[src/rtl/b_pc_pkg.sv]
// Shared types and helpers for the b_pc_unit program counter.
// Holds the next-PC source encoding and the pseudo-direct jump target helper.
package b_pc_pkg;

    typedef enum logic [2:0] {
        SEL_SEQ,
        SEL_BR,
        SEL_J,
        SEL_JR,
        SEL_RET
    } pc_sel_t;

    localparam int PC_STEP = 4;

    // Keeps the upper (op_w-2) bits of pc4 and fills the rest with imm<<2.
    // Operates on 64-bit containers so one helper serves every WIDTH.
    function automatic logic [63:0] jump_target(
        input logic [63:0] pc4,
        input logic [63:0] imm,
        input int          width,
        input int          op_w
    );
        logic [63:0] lo_mask;
        logic [63:0] full_mask;
        lo_mask   = (64'd1 << (width - op_w + 2)) - 64'd1;
        full_mask = (width >= 64) ? '1 : ((64'd1 << width) - 64'd1);
        return (pc4 & full_mask & ~lo_mask) | ((imm << 2) & lo_mask);
    endfunction

endpackage

[src/rtl/b_pc_unit_if.sv]
// Request/status bundle between the control decoder and b_pc_unit.
interface b_pc_unit_if #(
    parameter int WIDTH = 32,
    parameter int OP_W  = 6,
    parameter int IMM_W = 16
);

    logic                  stall;
    logic                  branch;
    logic [IMM_W-1:0]      branch_off;
    logic                  jump;
    logic [WIDTH-OP_W-1:0] imm;
    logic                  jump_reg;
    logic [WIDTH-1:0]      reg_target;
    logic                  link;
    logic                  ret;
    logic [WIDTH-1:0]      pc;
    logic                  ras_empty;
    logic                  ras_full;
    logic                  ras_err;

    modport master (
        output stall, branch, branch_off, jump, imm, jump_reg, reg_target, link, ret,
        input  pc, ras_empty, ras_full, ras_err
    );

    modport slave (
        input  stall, branch, branch_off, jump, imm, jump_reg, reg_target, link, ret,
        output pc, ras_empty, ras_full, ras_err
    );

endinterface

[src/rtl/b_pc_unit_ras.sv]
// b_ras: circular return-address stack with a saturating occupancy count.
// A push into a full stack overwrites the oldest entry; misuse sets a sticky err.
module b_ras #(
    parameter int WIDTH     = 32,
    parameter int RAS_DEPTH = 8
) (
    input  logic             clk,
    input  logic             reset,
    input  logic             push,
    input  logic             pop,
    input  logic [WIDTH-1:0] din,
    output logic [WIDTH-1:0] top,
    output logic             empty,
    output logic             full,
    output logic             err
);

    localparam int PTR_W = $clog2(RAS_DEPTH);
    localparam int CNT_W = PTR_W + 1;

    logic [WIDTH-1:0] mem [RAS_DEPTH];
    logic [PTR_W-1:0] ptr;
    logic [CNT_W-1:0] count;

    // ptr always names the next slot to write; when full that slot is the oldest entry.
    always_ff @(posedge clk) begin
        if (reset) begin
            ptr   <= '0;
            count <= '0;
            err   <= 1'b0;
        end else if (push) begin
            ptr <= ptr + 1'b1;
            if (full) begin
                err <= 1'b1;
            end else begin
                count <= count + 1'b1;
            end
        end else if (pop) begin
            if (empty) begin
                err <= 1'b1;
            end else begin
                ptr   <= ptr - 1'b1;
                count <= count - 1'b1;
            end
        end
    end

    always_ff @(posedge clk) begin
        if (push && !reset) begin
            mem[ptr] <= din;
        end
    end

    assign top   = mem[ptr - 1'b1];
    assign empty = (count == '0);
    assign full  = (count == CNT_W'(RAS_DEPTH));

endmodule

[src/rtl/b_pc_unit.sv]
// b_pc_unit: program counter with branch, jump, register jump and stall.
// Define PC_RAS_EN to build the return-address stack (link/ret support).
module b_pc_unit
    import b_pc_pkg::*;
#(
    parameter int               WIDTH        = 32,
    parameter int               OP_W         = 6,
    parameter int               IMM_W        = 16,
    parameter logic [WIDTH-1:0] RESET_VECTOR = '0,
    parameter int               RAS_DEPTH    = 8
) (
    input logic         clk,
    input logic         reset,
    b_pc_unit_if.slave  bus
);

`ifdef PC_RAS_EN
    localparam bit RAS_ON = 1'b1;
`else
    localparam bit RAS_ON = 1'b0;
`endif

    logic [WIDTH-1:0] pc_q;
    logic [WIDTH-1:0] pc4;
    logic [WIDTH-1:0] pc_next;
    logic [WIDTH-1:0] br_off;
    logic [WIDTH-1:0] jr_target;
    logic [WIDTH-1:0] j_target;
    pc_sel_t          sel;
    logic             push;
    logic             pop;
    logic [WIDTH-1:0] ras_top;
    logic             ras_empty;
    logic             ras_full;
    logic             ras_err;

    assign pc4       = pc_q + WIDTH'(PC_STEP);
    assign br_off    = WIDTH'({{(WIDTH-IMM_W){bus.branch_off[IMM_W-1]}}, bus.branch_off}) << 2;
    assign jr_target = {bus.reg_target[WIDTH-1:2], 2'b00};
    assign j_target  = WIDTH'(jump_target(64'(pc4), 64'(bus.imm), WIDTH, OP_W));

    // Priority resolution; ret only competes when the stack is built.
    always_comb begin
        sel = SEL_SEQ;
        if (RAS_ON && bus.ret) begin
            sel = SEL_RET;
        end else if (bus.jump_reg) begin
            sel = SEL_JR;
        end else if (bus.jump) begin
            sel = SEL_J;
        end else if (bus.branch) begin
            sel = SEL_BR;
        end
    end

    always_comb begin
        pc_next = pc4;
        case (sel)
            SEL_SEQ: pc_next = pc4;
            SEL_BR:  pc_next = pc4 + br_off;
            SEL_J:   pc_next = j_target;
            SEL_JR:  pc_next = jr_target;
            SEL_RET: pc_next = ras_empty ? pc4 : ras_top;
            default: pc_next = pc4;
        endcase
    end

    // A stalled cycle must not touch the stack, so both strobes are gated here.
    assign push = RAS_ON && !bus.stall && bus.link && ((sel == SEL_J) || (sel == SEL_JR));
    assign pop  = !bus.stall && (sel == SEL_RET);

    always_ff @(posedge clk) begin
        if (reset) begin
            pc_q <= RESET_VECTOR;
        end else if (!bus.stall) begin
            pc_q <= pc_next;
        end
    end

`ifdef PC_RAS_EN
    b_ras #(
        .WIDTH     (WIDTH),
        .RAS_DEPTH (RAS_DEPTH)
    ) u_ras (
        .clk   (clk),
        .reset (reset),
        .push  (push),
        .pop   (pop),
        .din   (pc4),
        .top   (ras_top),
        .empty (ras_empty),
        .full  (ras_full),
        .err   (ras_err)
    );
`else
    assign ras_top   = '0;
    assign ras_empty = 1'b1;
    assign ras_full  = 1'b0;
    assign ras_err   = 1'b0;
`endif

    assign bus.pc        = pc_q;
    assign bus.ras_empty = ras_empty;
    assign bus.ras_full  = ras_full;
    assign bus.ras_err   = ras_err;

endmodule

[src/flat_wrapper.sv]
// flat-port wrapper written by rule: the top's interface ports become plain ports
module b_pc_unit_flat import b_pc_pkg::*;
#(
    parameter int               WIDTH        = 32,
    parameter int               OP_W         = 6,
    parameter int               IMM_W        = 16,
    parameter logic [WIDTH-1:0] RESET_VECTOR = '0,
    parameter int               RAS_DEPTH    = 8
)
  (clk, reset, bus_stall, bus_branch, bus_branch_off, bus_jump, bus_imm, bus_jump_reg, bus_reg_target, bus_link, bus_ret, bus_pc, bus_ras_empty, bus_ras_full, bus_ras_err);
  b_pc_unit_if #(.WIDTH(WIDTH), .OP_W(OP_W), .IMM_W(IMM_W)) bus_i ();
  input logic clk;
  input logic reset;
  input wire logic [$bits(bus_i.stall)-1:0] bus_stall;
  input wire logic [$bits(bus_i.branch)-1:0] bus_branch;
  input wire logic [$bits(bus_i.branch_off)-1:0] bus_branch_off;
  input wire logic [$bits(bus_i.jump)-1:0] bus_jump;
  input wire logic [$bits(bus_i.imm)-1:0] bus_imm;
  input wire logic [$bits(bus_i.jump_reg)-1:0] bus_jump_reg;
  input wire logic [$bits(bus_i.reg_target)-1:0] bus_reg_target;
  input wire logic [$bits(bus_i.link)-1:0] bus_link;
  input wire logic [$bits(bus_i.ret)-1:0] bus_ret;
  output wire logic [$bits(bus_i.pc)-1:0] bus_pc;
  output wire logic [$bits(bus_i.ras_empty)-1:0] bus_ras_empty;
  output wire logic [$bits(bus_i.ras_full)-1:0] bus_ras_full;
  output wire logic [$bits(bus_i.ras_err)-1:0] bus_ras_err;
  assign bus_i.stall = bus_stall;
  assign bus_i.branch = bus_branch;
  assign bus_i.branch_off = bus_branch_off;
  assign bus_i.jump = bus_jump;
  assign bus_i.imm = bus_imm;
  assign bus_i.jump_reg = bus_jump_reg;
  assign bus_i.reg_target = bus_reg_target;
  assign bus_i.link = bus_link;
  assign bus_i.ret = bus_ret;
  assign bus_pc = bus_i.pc;
  assign bus_ras_empty = bus_i.ras_empty;
  assign bus_ras_full = bus_i.ras_full;
  assign bus_ras_err = bus_i.ras_err;
  b_pc_unit #(.WIDTH(WIDTH), .OP_W(OP_W), .IMM_W(IMM_W), .RESET_VECTOR(RESET_VECTOR), .RAS_DEPTH(RAS_DEPTH)) u_core (.clk(clk), .reset(reset), .bus(bus_i));
endmodule
[config.mk]
export PLATFORM = sky130hd
export DESIGN_NAME = b_pc_unit_flat
export DESIGN_NICKNAME = d
export VERILOG_FILES = /design/src/rtl/b_pc_pkg.sv /design/src/rtl/b_pc_unit_if.sv /design/src/rtl/b_pc_unit_ras.sv /design/src/rtl/b_pc_unit.sv /design/src/flat_wrapper.sv
export SDC_FILE = /design/constraint.sdc
export NUM_CORES = 1
export LEC_CHECK = 0
export BUFFER_PORTS_ARGS = -buffer_cell sky130_fd_sc_hd__buf_2
export CORE_MARGIN = 3
export CORE_UTILIZATION = 30
export DETAILED_ROUTE_END_ITERATION = 10
export GPL_TIMING_DRIVEN = 0
export PLACE_DENSITY = 0.55
export SKIP_CTS_REPAIR_TIMING = 1
export SYNTH_ARGS = -nofsm -noshare
export SYNTH_HDL_FRONTEND = slang
export SYNTH_HIERARCHICAL = 1
export SYNTH_SLANG_ARGS = --single-unit
export TNS_END_PERCENT = 50
[constraint.sdc]
create_clock -name clk -period 5.8 [get_ports clk]
set_input_delay 0 -clock clk [delete_from_list [all_inputs] [get_ports clk]]
set_output_delay 0 -clock clk [all_outputs]
set_load 0.05 [all_outputs]
Yosys cells after proc, flatten, opt, wreduce, memory -nomap -nowiden --
Cells that the tools add are included.
Word-level totals: input bits 82, logic and storage cells 11, flip-flop bits (word level) 32
Cells by class: add/subtract/negate cells 2, eq/ne operators 3, multiplexer cells 4, bitwise logic cells 1
Operators with widths (count):
- 32-bit one-hot mux with 3 select lines | 1
- 32-bit by 3-bit adder with 32-bit output, second input constant | 1
- 32-bit adder | 1
- 32-bit by 28-bit OR with 32-bit output | 1
- 3-bit by 2-bit equality test with 1-bit output, second input constant | 2
- 2-bit 2-to-1 mux | 2
- 3-bit by 1-bit equality test with 1-bit output, second input constant | 1
- 1-bit 2-to-1 mux | 1

Longest topological paths before layout --
depth after elaboration 5, mapped depth 19

Least setup slack after synthesis --
Ideal clock, no wire load.
kind register to register, start point reg u_core.pc_q[4] (netlist: u_core/bus.pc[4]), end point reg u_core.pc_q[31] (netlist: u_core/bus.pc[31]), data required time 5.729 ns, slack 1.501 ns, library setup time 0.071 ns, cell stages (with the launch flop) 18, clock period less this slack 4.299 ns, path buffers 0, data arrival time 4.229 ns, cell sequence dfxtp_1 > and3_1 > nand3_1 > nor2_4 > nand2_1 > nor2_1 > xnor2_1 > ha_1 > a21oi_1 > nand2_1 > a21oi_1 > o211ai_2 > a311oi_2 > a21oi_2 > a41oi_1 > mux4_2 > or4_1 > a21oi_1
Between the ends: word-level cells in the longest chain between the ends 3
Ends and longest elaborated chain:
- start, declared | RTL line b_pc_unit.sv:23 | logic [WIDTH-1:0] pc_q;
- start signal, assigned | RTL line b_pc_unit.sv:76 | pc_q <= pc_next;
- 32-bit by 3-bit adder with 32-bit output * | RTL line b_pc_unit.sv:37 | assign pc4 = pc_q + WIDTH'(PC_STEP);
- 32-bit adder / 32-bit by 28-bit OR with 32-bit output (equally long branches) | RTL line b_pc_unit.sv:60, b_pc_pkg.sv:27
- 32-bit one-hot mux with 3 select lines * | RTL line b_pc_unit.sv:58 | case (sel)
Mark *: on every way between the ends. The rest lies on a longest branch, timed or not. A chain may end at the register's enable or synchronous reset.

Worst setup path after layout --
start point reg u_core.pc_q[15] (netlist: u_core/bus.pc[15]), end point reg u_core.pc_q[31] (netlist: u_core/bus.pc[31])
Same word-level chain as after synthesis.

==> metrics.md <==
| Metric | Value |
|---|---|
| Outcome | complete, no violations |
| Seq/Total Area, Yosys | 0.161 |
| Final nets | between 700 and 800 |
| Fin Hold WS | around 0.051 ns |
| Setup TNS Final | 0 ns |
| MaxCap Viol Count | 0 |
| Power, Total | 0.925 mW |
| Slew headroom | 0.401 |
| Vias in the first global route | 4264 |
| Clock sinks | 30 |
| Final antenna-violating net count | 0 |
| Setup Skew | around 0.0066 ns |
| FFs w/ async S/R, synth | 0 |
| Yosys warnings | 6 |
| Sw Share | 0.412 |
| EDFF count, synth | 0 |
| Internal power | approximately 0.54 mW |
| GP Congestion | roughly 0.9 |
| R2r setup slk | approximately 1.1 ns |
| Number of port buffers | 105 |
| CP Max Fanout | 7 |
| Crit path DAT | around 4.9 ns |
| Via density | between 5 and 6 |
| Comb pwr share | 0.439 |
| Worst setup EP type | flop |
| Total Routing Usage GR | 0.202 |
| Max Clock Freq | 0.212 GHz |
| Min Tclk post-route | ~4.7 ns |
| Pwr/cell area | 200 mW/mm^2 |
| Pins over their slew limit | 0 |
| Overflow after GRT | 0 |
| Die area | roughly 0.014 sq mm |
| Clk pwr share | 0.293 |
| Reg power frac | 0.268 |
| Wirelength per Cell | roughly 18 microns |
| First-pass GRT wire length | about 23000 microns |
| Detailed Routing Iterations Pass 1 | 5 |
| Via count | between 4000 and 5000 |
| Crit Path Class | flop to flop |
| Placeable core region | approximately 0.012 sq mm |
| Leakage power | about 2.1 nW |
| Clock Tree Buf Depth | 2 |
| Startpoint Class | flop |
| Unrepaired setup endpoints after global routing | no |
| Chip Height | 118 microns |
| Rows | 40 |
| CP required | around 6.0 ns |
| Post-synthesis sequential element count | 30 |
| Top-level port count | 117 |
| Reg clk slew, reported paths | about 0.06 ns |
| Die Wd | about 120 microns |
| Worst Tran Pin Value | approximately 0.89 ns |
| Fill cell count | 1345 |
| Primary FF master, synth | dfxtp_1 |
| Synth Cell Area | 0.00373 sq mm |
| Worst-skew pair later-pin latency | around 0.28 ns |
| Initial core utilization | 0.308 |
| DRC viols | 0 |
| Switching pwr | between 0.3 and 0.4 mW |
| Peak VDD IR | approximately 0.11 mV |
| Top cell type's share of synthesized area | 0.161 |
| WL final | 14200 microns |
| Clk root buf | clkbuf_16 |
| Hold Vio Cnt, Final | 0 |
| Yosys top cell by area | dfxtp_1 |
| H-tree depth | 2 |
| Share of cells above drive strength 1 | 0.215 |
| Post-detailed-placement cell area | between 0.004 and 0.005 sq mm |
| Syn Inst Count | approximately 500 |
| Synth-to-Final Area Change | 24.1% |
| Number of diodes | 0 |
| Final setup violation count | 0 |
| Largest net degree at the start of global routing | 22 |
| Synth unique cells | 58 |
| Starting DRC count in detailed routing | between 300 and 400 |
| Worst min-delay path class | input pin to flop |
| Mapped Avg Cell Area | between 7 and 8 sq um |
| Post-DP HPWL | 11200 microns |
| Post-synth top cells | a21oi_1, nand2_1, nor2_1 |
| Final Instance Area | 0.00463 sq mm |
| Max reg flops | 30 |
| Placed cell count | 770 |
| Non-filler cells, final | ~800 |
| Num CTS Buffers | 5 |
| Initial antenna violation count | 0 |
| Top cells by area, synth | dfxtp_1, ha_1, xnor2_1 |
| Clock tree from TritonCTS | done |
| Crit share post-route | 0.815 |
[per-stage QoR]
stage | utilization | setup WS (ns)
after floorplan | - | 1.50
after global placement | 0.370 | 1.17
after detailed placement | 0.370 | 1.17
after CTS | 0.382 | 1.14
after global routing | 0.382 | 0.749
final | 0.382 | 1.07
[power by group through the flow]
stage	registers (mW)	logic, mW	clock network [mW]
6_report	0.248	0.406	0.271
5_1_grt	0.251	0.444	0.286
4_1_cts	0.248	0.403	0.279
3_5_place_dp	0.252	0.400	0
3_3_place_gp	0.251	0.397	0
2_1_floorplan	0.302	0.235	0
[routing by layer]
layer,up-vias,GRT usage,share of wire
met2,170,0.338,0.47
li1,2095,-,-
met1,1999,0.281,0.45
met3,18,0.0235,0.068
met5,-,0,0
met4,0,0.0440,0.011
[final cells by class]
class / instances / area, sq um / area share
Buffer: 28 / 128 / 0.0276
Clock buffer: 6 / 139 / 0.0300
Clock inverter: 2 / 12.5 / 0.00270
Inverter: 11 / 41.3 / 0.00891
Multi-Input combinational cell: 428 / 2980 / 0.642
Sequential cell: 30 / 601 / 0.130
Tap cell: 168 / 210 / 0.0454
Timing Repair Buffer: 105 / 526 / 0.113
[worst max-delay path: stages, from the launching register on]
cell     delay [ns]
dfxtp_1        0.32
buf_4          0.15
and4_1         0.25
and3_4         0.22
nand4_1        0.12
nor3_1         0.69
and3_1         0.32
xor2_1         0.17
ha_1           0.32
a21o_1         0.20
a21oi_1        0.17
nor2b_1        0.23
nand2_1        0.08
o21ai_0        0.10
a21oi_2        0.09
a41oi_1        0.25
mux4_2         0.31
or4_1          0.50
a21oi_1        0.16
[worst paths after layout]
check / cells after the start / end / startpoint
worst min-delay path: 3 / u_core/bus.pc[24] / bus_reg_target[24]
worst max register to register: 18 / u_core/bus.pc[31] / u_core/bus.pc[15]
worst max-delay path: 18 / u_core/bus.pc[31] / u_core/bus.pc[15]
worst min register to register: 2 / u_core/bus.pc[27] / u_core/bus.pc[27]
[cell families (layout without fill, tap and decap cells)]
logic type / count (synthesis) / count (layout) / share of synthesized area
AO/OA/AOI/OAI: 154 / 154 / 0.296
XOR/XNOR: 50 / 50 / 0.117
adder cells (fa/ha/maj): 35 / 35 / 0.119
buffers and inverters: 39 / 152 / 0.0452
flip-flops: 30 / 30 / 0.161
multiplexers: 2 / 2 / 0.00871
other: 2 / 5 / 0.00201
AND/OR/NAND/NOR: 182 / 182 / 0.251
[cells in the final DEF, fill, tap and decap left out, drive strengths merged, types with 3 or more instances in the layout]
| cell type | instances |
|---|---|
| a31oi | 4 |
| a21oi | 40 |
| o21a | 4 |
| and3 | 9 |
| a221o | 17 |
| nand3 | 18 |
| clkbuf | 28 |
| xor2 | 19 |
| buf | 111 |
| a21boi | 3 |
| nor3 | 28 |
| inv | 10 |
| nor2b | 20 |
| nand4 | 13 |
| a221oi | 20 |
| o22ai | 3 |
| o21ai | 21 |
| nor2 | 39 |
| ha | 34 |
| conb | 5 |
| a21o | 19 |
| and4 | 5 |
| dfxtp | 30 |
| a211oi | 5 |
| nand2 | 40 |
| xnor2 | 31 |
| o31ai | 4 |
Power figures use the tool's default switching activity.
